### src/rtl/rf80386_pkg.sv
// Shared opcode constants, sequencer state and flag layout for the branch path.
package rf80386_pkg;

    // Short Jcc opcodes 70-7F; the near 0F 8x forms reuse the low nibble.
    localparam logic [7:0] JO     = 8'h70;
    localparam logic [7:0] JNO    = 8'h71;
    localparam logic [7:0] JB     = 8'h72;
    localparam logic [7:0] JNB    = 8'h73;
    localparam logic [7:0] JE     = 8'h74;
    localparam logic [7:0] JNE    = 8'h75;
    localparam logic [7:0] JBE    = 8'h76;
    localparam logic [7:0] JNBE   = 8'h77;
    localparam logic [7:0] JS     = 8'h78;
    localparam logic [7:0] JNS    = 8'h79;
    localparam logic [7:0] JP     = 8'h7A;
    localparam logic [7:0] JNP    = 8'h7B;
    localparam logic [7:0] JL     = 8'h7C;
    localparam logic [7:0] JNL    = 8'h7D;
    localparam logic [7:0] JLE    = 8'h7E;
    localparam logic [7:0] JNLE   = 8'h7F;
    localparam logic [7:0] JMPS   = 8'hEB;
    localparam logic [7:0] LOOPNZ = 8'hE0;
    localparam logic [7:0] LOOPZ  = 8'hE1;
    localparam logic [7:0] LOOP   = 8'hE2;
    localparam logic [7:0] JCXZ   = 8'hE3;

    typedef enum logic [1:0] {IDLE, DEC, TGT, DONE} br_seq_state_t;

    // Bit order matches the flags_i port: {vf,sf,zf,pf,cf}.
    typedef struct packed {
        logic vf;
        logic sf;
        logic zf;
        logic pf;
        logic cf;
    } br_flags_t;

    // Even condition codes test the base predicate, odd codes its inverse.
    function automatic logic cond_eval(input logic [3:0] cc, input br_flags_t f);
        logic r;
        case (cc[3:1])
            3'd0:    r = f.vf;
            3'd1:    r = f.cf;
            3'd2:    r = f.zf;
            3'd3:    r = f.cf | f.zf;
            3'd4:    r = f.sf;
            3'd5:    r = f.pf;
            3'd6:    r = f.sf ^ f.vf;
            default: r = (f.sf ^ f.vf) | f.zf;
        endcase
        return r ^ cc[0];
    endfunction

endpackage

### src/rtl/br_target_adder.sv
// Branch target = eip_next + disp; 16-bit operand size wraps within IP.
module br_target_adder #(
    parameter int AWID = 32
) (
    input  logic            big,
    input  logic [AWID-1:0] eip_next,
    input  logic [AWID-1:0] disp,
    output logic [AWID-1:0] target
);
    logic [AWID-1:0] sum;

    // Wrap to 16 bits and zero-extend when not in 32-bit mode.
    always_comb begin
        sum    = eip_next + disp;
        target = big ? sum : AWID'(sum[15:0]);
    end
endmodule

### src/rtl/branch_sequencer.sv
// Sequences one relative branch (Jcc, JMPS, LOOP family, near Jcc) per request.
module branch_sequencer
    import rf80386_pkg::*;
#(
    parameter int AWID     = 32,
    parameter bit EARLY_NT = 1'b1
) (
    input  logic            clk_i,
    input  logic            rst_i,
    input  logic            req_i,
    input  logic            flush_i,
    input  logic            big_i,
    input  logic            ext_i,
    input  logic [7:0]      ir_i,
    input  logic [AWID-1:0] disp_i,
    input  logic [AWID-1:0] eip_next_i,
    input  logic [AWID-1:0] ecx_i,
    input  logic [4:0]      flags_i,
    output logic            busy_o,
    output logic            done_o,
    output logic            take_o,
    output logic            illegal_o,
    output logic            ecx_we_o,
    output logic [AWID-1:0] ecx_o,
    output logic            eip_we_o,
    output logic [AWID-1:0] eip_o
);
    br_seq_state_t   state, state_d;
    logic            big_q, ext_q;
    logic [7:0]      ir_q;
    logic [AWID-1:0] disp_q, eipn_q, ecx_q;
    br_flags_t       flags_q;

    logic            take_q, ill_q, ecx_we_q;
    logic [AWID-1:0] ecx_new_q, eip_q;

    logic            is_jcc, is_jmp, is_loopf, ill_c, take_c, we_c;
    logic            cnt_zero, dec_nz;
    logic [AWID-1:0] ecx_dec, target;

    br_target_adder #(.AWID(AWID)) u_adder (
        .big      (big_q),
        .eip_next (eipn_q),
        .disp     (disp_q),
        .target   (target)
    );

    // Opcode classification, count update and condition from latched operands.
    always_comb begin
        is_jcc   = 1'b0;
        is_jmp   = 1'b0;
        is_loopf = 1'b0;
        if (ext_q) begin
            is_jcc = (ir_q[7:4] == 4'h8);
        end else begin
            is_jcc   = (ir_q[7:4] == 4'h7);
            is_jmp   = (ir_q == JMPS);
            is_loopf = (ir_q[7:2] == LOOPNZ[7:2]);
        end
        ill_c    = !(is_jcc || is_jmp || is_loopf);
        cnt_zero = big_q ? (ecx_q == '0) : (ecx_q[15:0] == 16'h0);
        ecx_dec  = big_q ? (ecx_q - AWID'(1))
                         : {ecx_q[AWID-1:16], ecx_q[15:0] - 16'd1};
        dec_nz   = big_q ? (ecx_dec != '0) : (ecx_dec[15:0] != 16'h0);
        take_c   = 1'b0;
        if (is_jcc) begin
            take_c = cond_eval(ir_q[3:0], flags_q);
        end else if (is_jmp) begin
            take_c = 1'b1;
        end else if (is_loopf) begin
            case (ir_q[1:0])
                2'd0:    take_c = dec_nz && !flags_q.zf;
                2'd1:    take_c = dec_nz &&  flags_q.zf;
                2'd2:    take_c = dec_nz;
                default: take_c = cnt_zero;
            endcase
        end
        // JCXZ only reads the count; LOOP/LOOPZ/LOOPNZ always write it back.
        we_c = is_loopf && (ir_q[1:0] != 2'd3);
    end

    // Next-state: flush aborts before commit; DONE always completes.
    always_comb begin
        state_d = state;
        case (state)
            IDLE: if (req_i && !flush_i) state_d = DEC;
            DEC: begin
                if (flush_i)                              state_d = IDLE;
                else if (EARLY_NT && !is_loopf && !take_c) state_d = DONE;
                else                                       state_d = TGT;
            end
            TGT:  state_d = flush_i ? IDLE : DONE;
            default: state_d = IDLE;
        endcase
    end

    // State register, operand latch at accept and result capture in DEC/TGT.
    always_ff @(posedge clk_i or posedge rst_i) begin
        if (rst_i) begin
            state     <= IDLE;
            big_q     <= 1'b0;
            ext_q     <= 1'b0;
            ir_q      <= '0;
            disp_q    <= '0;
            eipn_q    <= '0;
            ecx_q     <= '0;
            flags_q   <= '0;
            take_q    <= 1'b0;
            ill_q     <= 1'b0;
            ecx_we_q  <= 1'b0;
            ecx_new_q <= '0;
            eip_q     <= '0;
        end else begin
            state <= state_d;
            if (state == IDLE && req_i && !flush_i) begin
                big_q   <= big_i;
                ext_q   <= ext_i;
                ir_q    <= ir_i;
                disp_q  <= disp_i;
                eipn_q  <= eip_next_i;
                ecx_q   <= ecx_i;
                flags_q <= flags_i;
                eip_q   <= '0;
            end
            if (state == DEC) begin
                take_q    <= take_c;
                ill_q     <= ill_c;
                ecx_we_q  <= we_c;
                ecx_new_q <= ecx_dec;
            end
            if (state == TGT) eip_q <= target;
        end
    end

    // Commit outputs exist only in the DONE cycle.
    always_comb begin
        busy_o    = (state != IDLE);
        done_o    = (state == DONE);
        take_o    = done_o && take_q;
        illegal_o = done_o && ill_q;
        ecx_we_o  = done_o && ecx_we_q;
        eip_we_o  = done_o && take_q;
        ecx_o     = done_o ? ecx_new_q : '0;
        eip_o     = done_o ? eip_q : '0;
    end
endmodule

### config.mk
export PLATFORM = sky130hd
export DESIGN_NAME = branch_sequencer
export DESIGN_NICKNAME = d
export VERILOG_FILES = /design/src/rtl/rf80386_pkg.sv /design/src/rtl/br_target_adder.sv /design/src/rtl/branch_sequencer.sv
export SDC_FILE = /design/constraint.sdc
export NUM_CORES = 1
export LEC_CHECK = 0
export CAP_MARGIN = 20
export CORE_ASPECT_RATIO = 0.7
export CORE_MARGIN = 3
export CORE_UTILIZATION = 59
export CTS_BUF_LIST = sky130_fd_sc_hd__clkbuf_4 sky130_fd_sc_hd__clkbuf_8
export DETAILED_ROUTE_END_ITERATION = 7
export GPL_TIMING_DRIVEN = 0
export PLACE_DENSITY = 0.84
export SLEW_MARGIN = 5
export SYNTH_ARGS = -nofsm -noshare
export SYNTH_HDL_FRONTEND = slang
export SYNTH_HIERARCHICAL = 1
export SYNTH_SLANG_ARGS = --single-unit
export TNS_END_PERCENT = 100
### constraint.sdc
create_clock -name clk_i -period 17.9 [get_ports clk_i]
set_clock_uncertainty 0.2 [all_clocks]
set_input_delay 1.79 -clock clk_i [delete_from_list [all_inputs] [get_ports clk_i]]
set_output_delay 1.79 -clock clk_i [all_outputs]
set_load 0.01 [all_outputs]
==> flow_summary.html, run 1 <==
<table>
<tr><th>Metric</th><th>Value</th></tr>
<tr><th colspan="2">Synth</th></tr>
<tr><td>Cells after Synth</td><td>1048</td></tr>
<tr><td>Share of flip-flops with an asynchronous set or reset</td><td>100%</td></tr>
<tr><td>Number of warnings printed during yosys synthesis</td><td>6</td></tr>
<tr><td>Sequential element share of the synthesized area</td><td>43.9%</td></tr>
<tr><td>Share of synthesized cell area in and, or, nand and nor gates</td><td>19.1%</td></tr>
<tr><td>Mean Syn Cell Area</td><td>9.80 um^2</td></tr>
<tr><td>Adder-Cell Fraction of Synth Area</td><td>4.22%</td></tr>
<tr><td>Main combinational cell family by area after synthesis</td><td>simple AND/OR/NAND/NOR gates</td></tr>
<tr><td>Xor-xnor portion of the synthesized cell area</td><td>4.18%</td></tr>
<tr><td>Synth Area in Compound Gates</td><td>12.8%</td></tr>
<tr><td>Synthesized area</td><td>10300 um^2</td></tr>
<tr><td>Number of enable flip-flop cells after synthesis</td><td>0</td></tr>
<tr><td>Mux contribution to synthesized area</td><td>12.3%</td></tr>
<tr><td>Dominant synthesized flop cell</td><td>dfrtp_1</td></tr>
<tr><td>Synth unique cells</td><td>69</td></tr>
<tr><td>Number of storage elements in the synthesis netlist</td><td>180</td></tr>
<tr><td>Syn_nets</td><td>1197</td></tr>
<tr><th colspan="2">Routing</th></tr>
<tr><td>Drt total wl</td><td>27900 um</td></tr>
<tr><td>Routed wire length per instance</td><td>18.7 um</td></tr>
<tr><td>Count of antenna-violating nets left after detailed routing</td><td>0</td></tr>
<tr><td>Count of TritonRoute iterations in the first routing pass</td><td>5</td></tr>
<tr><td>Total vias in the final route</td><td>8903</td></tr>
<tr><td>First-iteration detailed-routing DRC count</td><td>882</td></tr>
<tr><td>Via density per instance</td><td>5.98</td></tr>
<tr><td>DRC violation count after routing</td><td>0</td></tr>
<tr><th colspan="2">STA</th></tr>
<tr><td>Worst Max-Slew Pin Slew</td><td>845 ps</td></tr>
<tr><td>Final number of hold-violating endpoints</td><td>0</td></tr>
<tr><td>WHS</td><td>280 ps</td></tr>
<tr><td>Minimum clock period after layout</td><td>4830 ps</td></tr>
<tr><td>FMAX</td><td>207 MHz</td></tr>
<tr><td>Setup total negative slack</td><td>0 ps</td></tr>
<tr><td>Final max-slew violation count</td><td>0</td></tr>
<tr><td>RSZ-0062 raised after global routing</td><td>no</td></tr>
<tr><td># setup viols final</td><td>0</td></tr>
<tr><td>Max-slew headroom at the worst pin</td><td>43.6%</td></tr>
<tr><td>Fin crit share</td><td>27.0%</td></tr>
<tr><th colspan="2">Global route</th></tr>
<tr><td>Number of global-route vias before repair</td><td>8612</td></tr>
<tr><td>GRT Overall Usage</td><td>29.9%</td></tr>
<tr><td>Gr ovfl total</td><td>0</td></tr>
<tr><td>Wire length of the first global-routing pass</td><td>44600 um</td></tr>
<tr><td>Maximum number of pins on one net before global-route repair</td><td>111</td></tr>
<tr><td>Antenna violations before repair</td><td>0</td></tr>
<tr><th colspan="2">Power and ir drop</th></tr>
<tr><td>Sw power</td><td>0.000668 W</td></tr>
<tr><td>Total power of the final layout</td><td>0.00168 W</td></tr>
<tr><td>Static Leak</td><td>5.51 nW</td></tr>
<tr><td>Sequential Power Share</td><td>37.5%</td></tr>
<tr><td>Proportion of power drawn by the clock network</td><td>17.5%</td></tr>
<tr><td>Logic gate share of total power</td><td>45.0%</td></tr>
<tr><td>Switching power as a share of total power</td><td>39.8%</td></tr>
<tr><td>Int Pwr</td><td>0.00101 W</td></tr>
<tr><td>Worst vdd rail ir drop</td><td>0.0000769 V</td></tr>
<tr><td>Total power divided by cell area</td><td>131 nW/um^2</td></tr>
<tr><th colspan="2">Placement</th></tr>
<tr><td>Number of buffers added on ports</td><td>184</td></tr>
<tr><td>Detailed placer's ending HPWL</td><td>20900 um</td></tr>
<tr><td>Post-Place Cell Area</td><td>12400 um^2</td></tr>
<tr><td>Number of placed instances, taps included</td><td>1458</td></tr>
<tr><td>Global placer's final weighted congestion</td><td>0.923</td></tr>
<tr><th colspan="2">Clock network</th></tr>
<tr><td>H-tree depth</td><td>4</td></tr>
<tr><td>Bufs on Longest Clock Path</td><td>2</td></tr>
<tr><td>Cell at the root of the clock tree</td><td>clkbuf_8</td></tr>
<tr><td>Number of buffers inserted by hold repair at cts</td><td>0</td></tr>
<tr><td>Clock transition at path regs</td><td>100 ps</td></tr>
<tr><td>Post-CTS Setup Bufs</td><td>0</td></tr>
<tr><td>CTS Buf Count</td><td>17</td></tr>
<tr><td>Clk Latency, worst-skew pair</td><td>480 ps</td></tr>
<tr><td>Total clock sinks</td><td>180</td></tr>
<tr><td>Number of gates resized after cts</td><td>0</td></tr>
<tr><td>CTS tree</td><td>done</td></tr>
<tr><th colspan="2">Setup path</th></tr>
<tr><td>Crit Reg-Reg Startpoint</td><td>state[0]</td></tr>
<tr><td>Critical path data arrival time</td><td>2840 ps</td></tr>
<tr><td>Category of the worst setup path capture point</td><td>output pin</td></tr>
<tr><td>Largest fanout on the critical path</td><td>10</td></tr>
<tr><td>CP Launch Point</td><td>state[1]</td></tr>
<tr><td>R2R cell count</td><td>7</td></tr>
<tr><td>Critical Path RT</td><td>15910 ps</td></tr>
<tr><td>Worst reg2reg setup slack</td><td>14260 ps</td></tr>
<tr><td>Critical path start-end classification</td><td>reg -&gt; out</td></tr>
<tr><td>Kind of start point of the critical path</td><td>register</td></tr>
<tr><td>R2r endpoint</td><td>ir_q[4]</td></tr>
<tr><th colspan="2">Cells and area</th></tr>
<tr><td>Share of final-layout standard cells stronger than drive strength 1</td><td>14.5%</td></tr>
<tr><td>Commonest non-fill, non-tap cell in the layout</td><td>clkdlybuf4s50_1</td></tr>
<tr><td>Nets</td><td>1401</td></tr>
<tr><td>Antenna cells</td><td>0</td></tr>
<tr><td>Post-route cell area</td><td>12800 um^2</td></tr>
<tr><td>Layout Area Growth over Synthesis</td><td>25.0%</td></tr>
<tr><td>Leading cell types in the layout, fill and taps excluded</td><td>clkdlybuf4s50_1 (184), dfrtp_1 (180), nand2_1 (137)</td></tr>
<tr><td>Number of standard cells in the final layout excluding fillers</td><td>1490</td></tr>
<tr><th colspan="2">Worst hold path</th></tr>
<tr><td>Hold Path Sink</td><td>ecx_new_q[20]</td></tr>
<tr><td>Tightest Hold Check Type</td><td>reg -&gt; reg</td></tr>
<tr><td>Hold Path Depth</td><td>1</td></tr>
<tr><td>Startpoint of the lowest-slack hold path</td><td>ecx_new_q[20]</td></tr>
<tr><th colspan="2">Floorplan</th></tr>
<tr><td>Die Area</td><td>19000 um^2</td></tr>
<tr><td>DIE HEIGHT</td><td>116 um</td></tr>
<tr><td>I/O pin cnt</td><td>185</td></tr>
<tr><td>Count of standard-cell rows</td><td>39</td></tr>
<tr><td>Initial Util</td><td>61.5%</td></tr>
<tr><td>Chip width</td><td>164 um</td></tr>
<tr><td>Core region area</td><td>16700 um^2</td></tr>
<tr><th colspan="2">Run status</th></tr>
<tr><td>Outcome</td><td>finished, final reports clean</td></tr>
<tr><th colspan="2">Job</th></tr>
<tr><td>Max_cap viols</td><td>0</td></tr>
</table>
routing by layer:
metal  GRT usage, %  up-vias  routed length [um]
met1           45.3     4319               13000
met2           43.4      408               11700
met3           6.27       49                2520
li1               -     4127                   -
met5              0        -                   0
met4           9.41        0                 635
worst max-delay path by stage:
stage / to / depth (start not counted)
4_1_cts: take_o / 6
6_report: take_o / 6
5_1_grt: take_o / 6
2_1_floorplan: big_q / 1
3_5_place_dp: ir_q[4] / 6
3_3_place_gp: disp_q[24] / 2
cell usage after synthesis (7+ instances only):
library cell	number	area, um^2
buf_2	7	35.0
nand2b_1	11	68.8
xnor2_1	27	236
nor2_1	53	199
inv_1	10	37.5
dfrtp_1	180	4500
a21o_1	24	180
o21a_1	11	82.6
xor2_1	22	193
and3_1	70	438
nor3_1	29	145
nand2_1	137	514
nand3_1	14	70.1
nor4_1	10	62.6
ha_1	33	413
nand4_1	7	43.8
a21oi_1	41	205
mux2_2	108	1220
clkbuf_1	57	214
or3_1	9	56.3
o21ai_0	80	400
cell families after synthesis:
kind of cell / count (synthesis)
buffers and inverters: 83
adder cells (fa/ha/maj): 34
multiplexers: 113
XOR/XNOR: 49
AO/OA/AOI/OAI: 206
flip-flops: 180
AND/OR/NAND/NOR: 383
metrics by stage:
step | utilization, % | setup WS [ps]
5_1_grt | 76.9 | 12910
3_5_place_dp | 74.5 | 12890
2_1_floorplan | - | 11020
4_1_cts | 76.9 | 13070
3_3_place_gp | 74.3 | 8660
6_report | 76.9 | 13070
power groups by stage:
| stage | clock, W | sequential [W] | combinational, W |
|---|---|---|---|
| 5_1_grt | 0.000314 | 0.000646 | 0.000831 |
| 3_3_place_gp | 0 | 0.000627 | 0.000711 |
| 6_report | 0.000293 | 0.000629 | 0.000755 |
| 2_1_floorplan | 0 | 0.000606 | 0.000560 |
| 4_1_cts | 0.000297 | 0.000627 | 0.000743 |
| 3_5_place_dp | 0 | 0.000634 | 0.000734 |
worst max-delay path, stage by stage, from the launching register on:
cell             delay, ps
dfrtp_1                330
clkbuf_1               310
clkbuf_1               390
clkbuf_1               410
and3_1                 280
buf_4                  120
clkdlybuf4s50_1        520
sequential cells by signal, summed over array words and instances (netlist names):
name	flops
state	2
ill_q	1
ecx_we_q	1
disp_q	32
take_q	1
big_q	1
ecx_q	32
ext_q	1
eip_q	32
eipn_q	32
flags_q	5
ecx_new_q	32
ir_q	8
final cells by class:
class,count,area [um^2]
plain buffers,73,328
clock inverters,14,168
well taps,225,282
multi-input cells,785,5400
repair buffers,185,1870
flip-flops and latches,180,4500
fillers,1183,3850
inverters,10,45.0
clock buffers,18,241
Note: power is estimated with default switching activity, not from simulation.
==> inputs of run 2 (changes only) <==
CORE_UTILIZATION = 55   (was 59)
PLACE_DENSITY = 0.79   (was 0.84)
clock period = 5 ns   (was 17.9 ns; I/O delays follow)
==> run 2 against run 1 <==
Net effect: register-to-register slack got worse by 13000 ps; flip-flop and latch count did not move; die area rose by 6.9%; critical path depth did not move; clock-buffer cell count did not move; sequential power rose to 3.6 times the previous value; sequential share of layout area fell by 0.14 points; first-iteration DRC count rose by 21%; largest cell class unchanged.
==> flow_summary.html, run 2 (synthesized netlist as in run 1, its figures left out) <==
<table>
<tr><th>Metric</th><th>Value</th></tr>
<tr><th colspan="2">Global route</th></tr>
<tr><td>Number of global-route vias before repair</td><td>8304 (was 8612)</td></tr>
<tr><td>Maximum number of pins on one net before global-route repair</td><td>40 (was 111)</td></tr>
<tr><td>Wire length of the first global-routing pass</td><td>44100 um (was 44600 um)</td></tr>
<tr><td>Antenna violations before repair</td><td>0 (unchanged)</td></tr>
<tr><td>Gr ovfl total</td><td>0 (unchanged)</td></tr>
<tr><td>Highest-utilization routing layer at the global route stage</td><td>met1 (unchanged)</td></tr>
<tr><td>Met2 track utilization from global routing</td><td>38.8% (was 43.4%)</td></tr>
<tr><td>GR Layer Usage met3</td><td>5.85% (was 6.27%)</td></tr>
<tr><td>Grt met1 use</td><td>42.9% (was 45.3%)</td></tr>
<tr><td>GRT Overall Usage</td><td>27.4% (was 29.9%)</td></tr>
<tr><th colspan="2">Setup path</th></tr>
<tr><td>Cells along the critical path</td><td>clkbuf_1 -&gt; clkbuf_1 -&gt; clkbuf_1 -&gt; and3_1 -&gt; buf_4 -&gt; clkdlybuf4s50_1 (unchanged)</td></tr>
<tr><td>Category of the worst setup path capture point</td><td>output pin (unchanged)</td></tr>
<tr><td>Largest fanout on the critical path</td><td>10 (unchanged)</td></tr>
<tr><td>Critical path start-end classification</td><td>reg -&gt; out (unchanged)</td></tr>
<tr><td>Slowest stage cell on the critical path</td><td>clkdlybuf4s50_1 (unchanged)</td></tr>
<tr><td>Most used cell, CP</td><td>clkbuf_1 (unchanged)</td></tr>
<tr><td>Critical path data arrival time</td><td>2880 ps (was 2840 ps)</td></tr>
<tr><td>Kind of start point of the critical path</td><td>register (unchanged)</td></tr>
<tr><td>CP peak stage delay</td><td>530 ps (was 520 ps)</td></tr>
<tr><td>Worst reg2reg setup slack</td><td>1430 ps (was 14260 ps)</td></tr>
<tr><td>Critical Path RT</td><td>4300 ps (was 15910 ps)</td></tr>
<tr><th colspan="2">Clock network</th></tr>
<tr><td>Bufs on Longest Clock Path</td><td>2 (unchanged)</td></tr>
<tr><td>Total clock sinks</td><td>180 (unchanged)</td></tr>
<tr><td>Number of gates resized after cts</td><td>0 (unchanged)</td></tr>
<tr><td>Cell at the root of the clock tree</td><td>clkbuf_8 (unchanged)</td></tr>
<tr><td>Number of buffers inserted by hold repair at cts</td><td>0 (unchanged)</td></tr>
<tr><td>Clk Latency, worst-skew pair</td><td>460 ps (was 480 ps)</td></tr>
<tr><td>Clock transition at path regs</td><td>110 ps (was 100 ps)</td></tr>
<tr><td>H-tree depth</td><td>4 (unchanged)</td></tr>
<tr><td>Post-CTS Setup Bufs</td><td>0 (unchanged)</td></tr>
<tr><td>CTS Buf Count</td><td>17 (unchanged)</td></tr>
<tr><td>CTS tree</td><td>done (unchanged)</td></tr>
<tr><th colspan="2">Placement</th></tr>
<tr><td>Detailed placer's ending HPWL</td><td>21400 um (was 20900 um)</td></tr>
<tr><td>Number of placed instances, taps included</td><td>1473 (was 1458)</td></tr>
<tr><td>Number of buffers added on ports</td><td>184 (unchanged)</td></tr>
<tr><td>Global placer's final weighted congestion</td><td>0.907 (was 0.923)</td></tr>
<tr><td>Post-Place Worst Slack</td><td>1330 ps (was 12890 ps)</td></tr>
<tr><th colspan="2">Run status</th></tr>
<tr><td>Outcome</td><td>finished, final reports clean (unchanged)</td></tr>
<tr><th colspan="2">Routing</th></tr>
<tr><td>First-iteration detailed-routing DRC count</td><td>1066 (was 882)</td></tr>
<tr><td>DRC violation count after routing</td><td>0 (unchanged)</td></tr>
<tr><td>Count of TritonRoute iterations in the first routing pass</td><td>5 (unchanged)</td></tr>
<tr><td>Routed wire length per instance</td><td>18.7 um (about the same)</td></tr>
<tr><td>Via density per instance</td><td>5.88 (was 5.98)</td></tr>
<tr><td>Count of antenna-violating nets left after detailed routing</td><td>0 (unchanged)</td></tr>
<tr><td>Drt total wl</td><td>28100 um (was 27900 um)</td></tr>
<tr><td>Total vias in the final route</td><td>8854 (was 8903)</td></tr>
<tr><th colspan="2">STA</th></tr>
<tr><td># setup viols final</td><td>0 (unchanged)</td></tr>
<tr><td>Final Worst Setup Slack</td><td>1420 ps (was 13070 ps)</td></tr>
<tr><td>Setup total negative slack</td><td>0 ps (unchanged)</td></tr>
<tr><td>RSZ-0062 raised after global routing</td><td>no (unchanged)</td></tr>
<tr><td>Minimum clock period after layout</td><td>3580 ps</td></tr>
<tr><td>FMAX</td><td>279 MHz</td></tr>
<tr><td>Fin crit share</td><td>71.6%</td></tr>
<tr><td>Worst Max-Slew Pin Slew</td><td>840 ps (was 845 ps)</td></tr>
<tr><td>Max-slew headroom at the worst pin</td><td>44.0% (was 43.6%)</td></tr>
<tr><td>Final number of hold-violating endpoints</td><td>0 (unchanged)</td></tr>
<tr><td>Final max-slew violation count</td><td>0 (unchanged)</td></tr>
<tr><th colspan="2">Cells and area</th></tr>
<tr><td>Leading cell types in the layout, fill and taps excluded</td><td>clkdlybuf4s50_1 (184), dfrtp_1 (180), nand2_1 (137) (unchanged)</td></tr>
<tr><td>Number of standard cells in the final layout excluding fillers</td><td>1505 (was 1490)</td></tr>
<tr><td>Nets</td><td>1405 (was 1401)</td></tr>
<tr><td>Number of filler cells placed in the layout</td><td>1432 (was 1183)</td></tr>
<tr><td>Layout Area Growth over Synthesis</td><td>25.5% (was 25.0%)</td></tr>
<tr><td>Commonest non-fill, non-tap cell in the layout</td><td>clkdlybuf4s50_1 (unchanged)</td></tr>
<tr><td>Antenna cells</td><td>0 (unchanged)</td></tr>
<tr><td>Final standard cell utilization of the core</td><td>71.0% (was 76.9%)</td></tr>
<tr><td>Share of final-layout standard cells stronger than drive strength 1</td><td>14.8% (was 14.5%)</td></tr>
<tr><th colspan="2">Floorplan</th></tr>
<tr><td>Count of standard-cell rows</td><td>41 (was 39)</td></tr>
<tr><td>Die Area</td><td>20400 um^2 (was 19000 um^2)</td></tr>
<tr><td>Core region area</td><td>18200 um^2 (was 16700 um^2)</td></tr>
<tr><td>Chip width</td><td>169 um (was 164 um)</td></tr>
<tr><td>Initial Util</td><td>56.5% (was 61.5%)</td></tr>
<tr><td>DIE HEIGHT</td><td>120 um (was 116 um)</td></tr>
<tr><td>I/O pin cnt</td><td>185 (unchanged)</td></tr>
<tr><th colspan="2">Power and ir drop</th></tr>
<tr><td>Static Leak</td><td>5.52 nW (was 5.51 nW)</td></tr>
<tr><td>Worst vdd rail ir drop</td><td>0.000225 V (was 0.0000769 V)</td></tr>
<tr><td>Total power divided by cell area</td><td>461 nW/um^2 (was 131 nW/um^2)</td></tr>
<tr><th colspan="2">Job</th></tr>
<tr><td>Max_cap viols</td><td>0 (unchanged)</td></tr>
<tr><th colspan="2">Worst hold path</th></tr>
<tr><td>Tightest Hold Check Type</td><td>in -&gt; async (was reg -&gt; reg)</td></tr>
</table>
-- run 2: cell count changes in the layout (fill, tap and decap cells not counted), moves of 2 or more --
cell	change
buf_12	+5
bufinv_16	-2
clkinvlp_4	+2
inv_8	+2
-- run 2: final cells by class --
type | count | area, um^2 | area share (%)
buffer | 73 | 328 | 2.54
clock buffer | 18 | 248 | 1.92
clock inverter | 14 | 131 | 1.02
inverter | 10 | 41.3 | 0.320
multi-input combinational | 785 | 5400 | 41.9
sequential | 180 | 4500 | 34.9
tap | 236 | 295 | 2.29
timing repair buffer | 189 | 1940 | 15.1
-- run 2: worst paths after layout --
kind,startpoint,to,cells after the start
max reg2reg,state[0],ir_q[4],7
max,state[1],take_o,6
min,rst_i,ecx_q[24],2
min reg2reg,ecx_new_q[4],ecx_new_q[4],1
min in group clk_i,ecx_new_q[4],ecx_new_q[4],1
max in group asynchronous,rst_i,disp_q[27],6
-- run 2: metrics by stage --
stage	hold slack (ps)	area (um^2)	power [W]
after CTS	206	12900	0.00591
after detailed placement	262	12500	0.00491
after global placement	251	12400	0.00481
after global routing	235	12900	0.00634
after floorplan	242	10300	0.00418
final	216	12900	0.00594
-- run 2: critical path: cells and delay by family, from the launching register on --
family / cells / cell delay, ps
flops: 1 / 330
simple gates: 1 / 280
buf+inv: 5 / 1820
-- run 2: metal layers --
metal  wire length (um)  part of all wire, %
met1              13600                   48
met2              11700                   42
met3               2400                  8.6
met4                382                  1.4
met5                  0                    0
-- run 2: power breakdown --
part	internal [W]	total, W	switching [W]	leakage, nW
clock	0.000382	0.000980	0.000598	0.186
combinational	0.00122	0.00270	0.00149	3.14
sequential	0.00193	0.00225	0.000318	2.20
total	0.00353	0.00594	0.00240	5.52
==> inputs of run 3 (changes only) <==
clock period = 3.7 ns   (was 5 ns; I/O delays follow)
==> run 3 against run 2 <==
Net effect: first-iteration DRC count is essentially flat; sequential share of layout area is essentially flat; die area is the same; register-to-register slack lost 1200 ps; worst setup slack lost 1200 ps; design area is essentially flat; final cell count is the same; critical path type is now reg -> reg.
==> flow_summary.html, run 3 (synthesized netlist as in run 1, its figures left out) <==
<table>
<tr><th>Metric</th><th>Value</th></tr>
<tr><th colspan="2">STA</th></tr>
<tr><td>FMAX</td><td>288 MHz</td></tr>
<tr><td>WHS</td><td>87.7 ps (was 216 ps)</td></tr>
<tr><td>Setup total negative slack</td><td>0 ps (unchanged)</td></tr>
<tr><td>Final max-slew violation count</td><td>0 (unchanged)</td></tr>
<tr><td>Final number of hold-violating endpoints</td><td>0 (unchanged)</td></tr>
<tr><td>Minimum clock period after layout</td><td>3470 ps</td></tr>
<tr><td>Final Worst Setup Slack</td><td>225 ps (was 1420 ps)</td></tr>
<tr><td>Max-slew headroom at the worst pin</td><td>43.3% (was 44.0%)</td></tr>
<tr><td># setup viols final</td><td>0 (unchanged)</td></tr>
<tr><td>Worst Max-Slew Pin Slew</td><td>851 ps (was 840 ps)</td></tr>
<tr><td>Fin crit share</td><td>93.9%</td></tr>
<tr><td>RSZ-0062 raised after global routing</td><td>no (unchanged)</td></tr>
<tr><th colspan="2">Routing</th></tr>
<tr><td>Met3 routed WL</td><td>2420 um (was 2400 um)</td></tr>
<tr><td>Count of TritonRoute iterations in the first routing pass</td><td>6 (was 5)</td></tr>
<tr><td>Count of antenna-violating nets left after detailed routing</td><td>0 (unchanged)</td></tr>
<tr><td>Via density per instance</td><td>5.88 (about the same)</td></tr>
<tr><td>Drt total wl</td><td>28100 um (about the same)</td></tr>
<tr><td>First-iteration detailed-routing DRC count</td><td>1065 (was 1066)</td></tr>
<tr><td>Highest signal layer in the routed design</td><td>met4 (unchanged)</td></tr>
<tr><td>Routed wire length per instance</td><td>18.7 um (about the same)</td></tr>
<tr><td>Routed length on met2</td><td>11800 um (was 11700 um)</td></tr>
<tr><td>DRC violation count after routing</td><td>0 (unchanged)</td></tr>
<tr><td>Total vias in the final route</td><td>8851 (was 8854)</td></tr>
<tr><td>WL met1</td><td>13600 um (about the same)</td></tr>
<tr><th colspan="2">Placement</th></tr>
<tr><td>Number of buffers added on ports</td><td>184 (unchanged)</td></tr>
<tr><td>Global placer's final weighted congestion</td><td>0.907 (unchanged)</td></tr>
<tr><td>Post-Place Worst Slack</td><td>106 ps (was 1330 ps)</td></tr>
<tr><td>Number of placed instances, taps included</td><td>1473 (unchanged)</td></tr>
<tr><td>Detailed placer's ending HPWL</td><td>21400 um (unchanged)</td></tr>
<tr><th colspan="2">Cells and area</th></tr>
<tr><td>Number of standard cells in the final layout excluding fillers</td><td>1505 (unchanged)</td></tr>
<tr><td>Leading cell types in the layout, fill and taps excluded</td><td>clkdlybuf4s50_1 (184), dfrtp_1 (180), nand2_1 (137) (unchanged)</td></tr>
<tr><td>Share of final-layout standard cells stronger than drive strength 1</td><td>14.9% (was 14.8%)</td></tr>
<tr><td>Commonest non-fill, non-tap cell in the layout</td><td>clkdlybuf4s50_1 (unchanged)</td></tr>
<tr><td>Nets</td><td>1405 (unchanged)</td></tr>
<tr><td>Number of filler cells placed in the layout</td><td>1431 (was 1432)</td></tr>
<tr><td>Antenna cells</td><td>0 (unchanged)</td></tr>
<tr><td>Layout Area Growth over Synthesis</td><td>25.5% (about the same)</td></tr>
<tr><th colspan="2">Power and ir drop</th></tr>
<tr><td>Total power of the final layout</td><td>0.00802 W (was 0.00594 W)</td></tr>
<tr><td>Static Leak</td><td>5.52 nW (about the same)</td></tr>
<tr><td>Worst vdd rail ir drop</td><td>0.000304 V (was 0.000225 V)</td></tr>
<tr><td>Total power divided by cell area</td><td>622 nW/um^2 (was 461 nW/um^2)</td></tr>
<tr><th colspan="2">Job</th></tr>
<tr><td>Max_cap viols</td><td>0 (unchanged)</td></tr>
<tr><th colspan="2">Global route</th></tr>
<tr><td>Maximum number of pins on one net before global-route repair</td><td>40 (unchanged)</td></tr>
<tr><td>GRT Overall Usage</td><td>27.4% (unchanged)</td></tr>
<tr><td>Gr ovfl total</td><td>0 (unchanged)</td></tr>
<tr><td>Antenna violations before repair</td><td>0 (unchanged)</td></tr>
<tr><td>Number of global-route vias before repair</td><td>8304 (unchanged)</td></tr>
<tr><td>Wire length of the first global-routing pass</td><td>44100 um (unchanged)</td></tr>
<tr><th colspan="2">Clock network</th></tr>
<tr><td>Clock transition at path regs</td><td>110 ps (about the same)</td></tr>
<tr><td>Clk Latency, worst-skew pair</td><td>460 ps (about the same)</td></tr>
<tr><td>Bufs on Longest Clock Path</td><td>2 (unchanged)</td></tr>
<tr><td>CTS tree</td><td>done (unchanged)</td></tr>
<tr><td>Total clock sinks</td><td>180 (unchanged)</td></tr>
<tr><td>Cell at the root of the clock tree</td><td>clkbuf_8 (unchanged)</td></tr>
<tr><td>Post-CTS Setup Bufs</td><td>0 (unchanged)</td></tr>
<tr><td>CTS Buf Count</td><td>17 (unchanged)</td></tr>
<tr><td>H-tree depth</td><td>4 (unchanged)</td></tr>
<tr><th colspan="2">Floorplan</th></tr>
<tr><td>Initial Util</td><td>56.5% (unchanged)</td></tr>
<tr><td>Chip width</td><td>169 um (unchanged)</td></tr>
<tr><td>Core region area</td><td>18200 um^2 (unchanged)</td></tr>
<tr><td>DIE HEIGHT</td><td>120 um (unchanged)</td></tr>
<tr><td>I/O pin cnt</td><td>185 (unchanged)</td></tr>
<tr><td>Die Area</td><td>20400 um^2 (unchanged)</td></tr>
<tr><td>Count of standard-cell rows</td><td>41 (unchanged)</td></tr>
<tr><th colspan="2">Setup path</th></tr>
<tr><td>Largest fanout on the critical path</td><td>9 (was 10)</td></tr>
<tr><td>Critical path data arrival time</td><td>3660 ps (was 2880 ps)</td></tr>
<tr><td>Critical path start-end classification</td><td>reg -&gt; reg (was reg -&gt; out)</td></tr>
<tr><td>Kind of start point of the critical path</td><td>register (unchanged)</td></tr>
<tr><td>Slowest stage cell on the critical path</td><td>or4b_4 (was clkdlybuf4s50_1)</td></tr>
<tr><td>Critical Path RT</td><td>3890 ps (was 4300 ps)</td></tr>
<tr><td>Category of the worst setup path capture point</td><td>register (was output pin)</td></tr>
<tr><td>Cells along the critical path</td><td>clkbuf_1 -&gt; inv_1 -&gt; ha_1 -&gt; or4b_4 -&gt; buf_6 -&gt; or4b_4 -&gt; buf_6 -&gt; nor4_2 -&gt; a21oi_1 -&gt; a2111oi_2 -&gt; o31ai_1 -&gt; nand3_1 (was clkbuf_1 -&gt; clkbuf_1 -&gt; clkbuf_1 -&gt; and3_1 -&gt; buf_4 -&gt; clkdlybuf4s50_1)</td></tr>
<tr><td>CP peak stage delay</td><td>520 ps (was 530 ps)</td></tr>
<tr><th colspan="2">Worst hold path</th></tr>
<tr><td>Tightest Hold Check Type</td><td>in -&gt; async (unchanged)</td></tr>
<tr><th colspan="2">Run status</th></tr>
<tr><td>Outcome</td><td>finished, final reports clean (unchanged)</td></tr>
</table>
[run 3: cell counts in the layout (fill, tap and decap cells not counted)]
No cell type changed its count.
[run 3: cell type report]
class,instances,area [um^2],area share (%)
Tap cell,236,295,2.29
Inverter,10,41.3,0.320
Timing Repair Buffer,189,1940,15.1
Sequential cell,180,4500,34.9
Buffer,73,329,2.55
Clock buffer,18,248,1.92
Clock inverter,14,131,1.02
Multi-Input combinational cell,785,5400,41.9
[run 3: final timing paths]
path	end	slack, ps	from	cells after the start
worst min-delay path	ecx_q[24]	90	rst_i	2
max in group asynchronous	disp_q[27]	1960	rst_i	6
worst min register to register	ecx_new_q[4]	280	ecx_new_q[4]	1
worst max-delay path	take_q	230	ecx_q[0]	12
worst max register to register	take_q	230	ecx_q[0]	12
min in group clk_i	ecx_q[1]	260	ecx_i[1]	3
[run 3: stage by stage]
step | instance area [um^2] | util [%]
6_report | 12900 | 71.0
5_1_grt | 12900 | 71.0
4_1_cts | 12900 | 71.0
3_5_place_dp | 12500 | 68.9
3_3_place_gp | 12400 | 68.3
2_1_floorplan | 10300 | -
[run 3: timing repair]
item	CTS	global route
gates resized for setup	0	2
endpoints found under the setup margin	0	8
hold buffers	0	0
[run 3: worst max-delay path: cells and delay by family, from the launching register on]
family	cells	cell delay (ps)
AND/OR/NAND/NOR	4	1240
AO/OA/AOI/OAI	3	780
adder cells (fa/ha/maj)	1	160
buffers and inverters	4	630
flip-flops	1	400
[run 3: report_power, final]
part	switching [W]	total, W	internal (W)	leakage, nW
Combinational	0.00201	0.00365	0.00164	3.14
Sequential	0.000430	0.00304	0.00261	2.20
Clock	0.000807	0.00132	0.000516	0.186
Total	0.00325	0.00802	0.00477	5.52
[run 3: metal layers]
layer / up-vias / track usage, %
li1: 4124 / -
met1: 4327 / 42.9
met2: 369 / 38.8
met3: 31 / 5.85
met4: 0 / 6.64
met5: - / 0
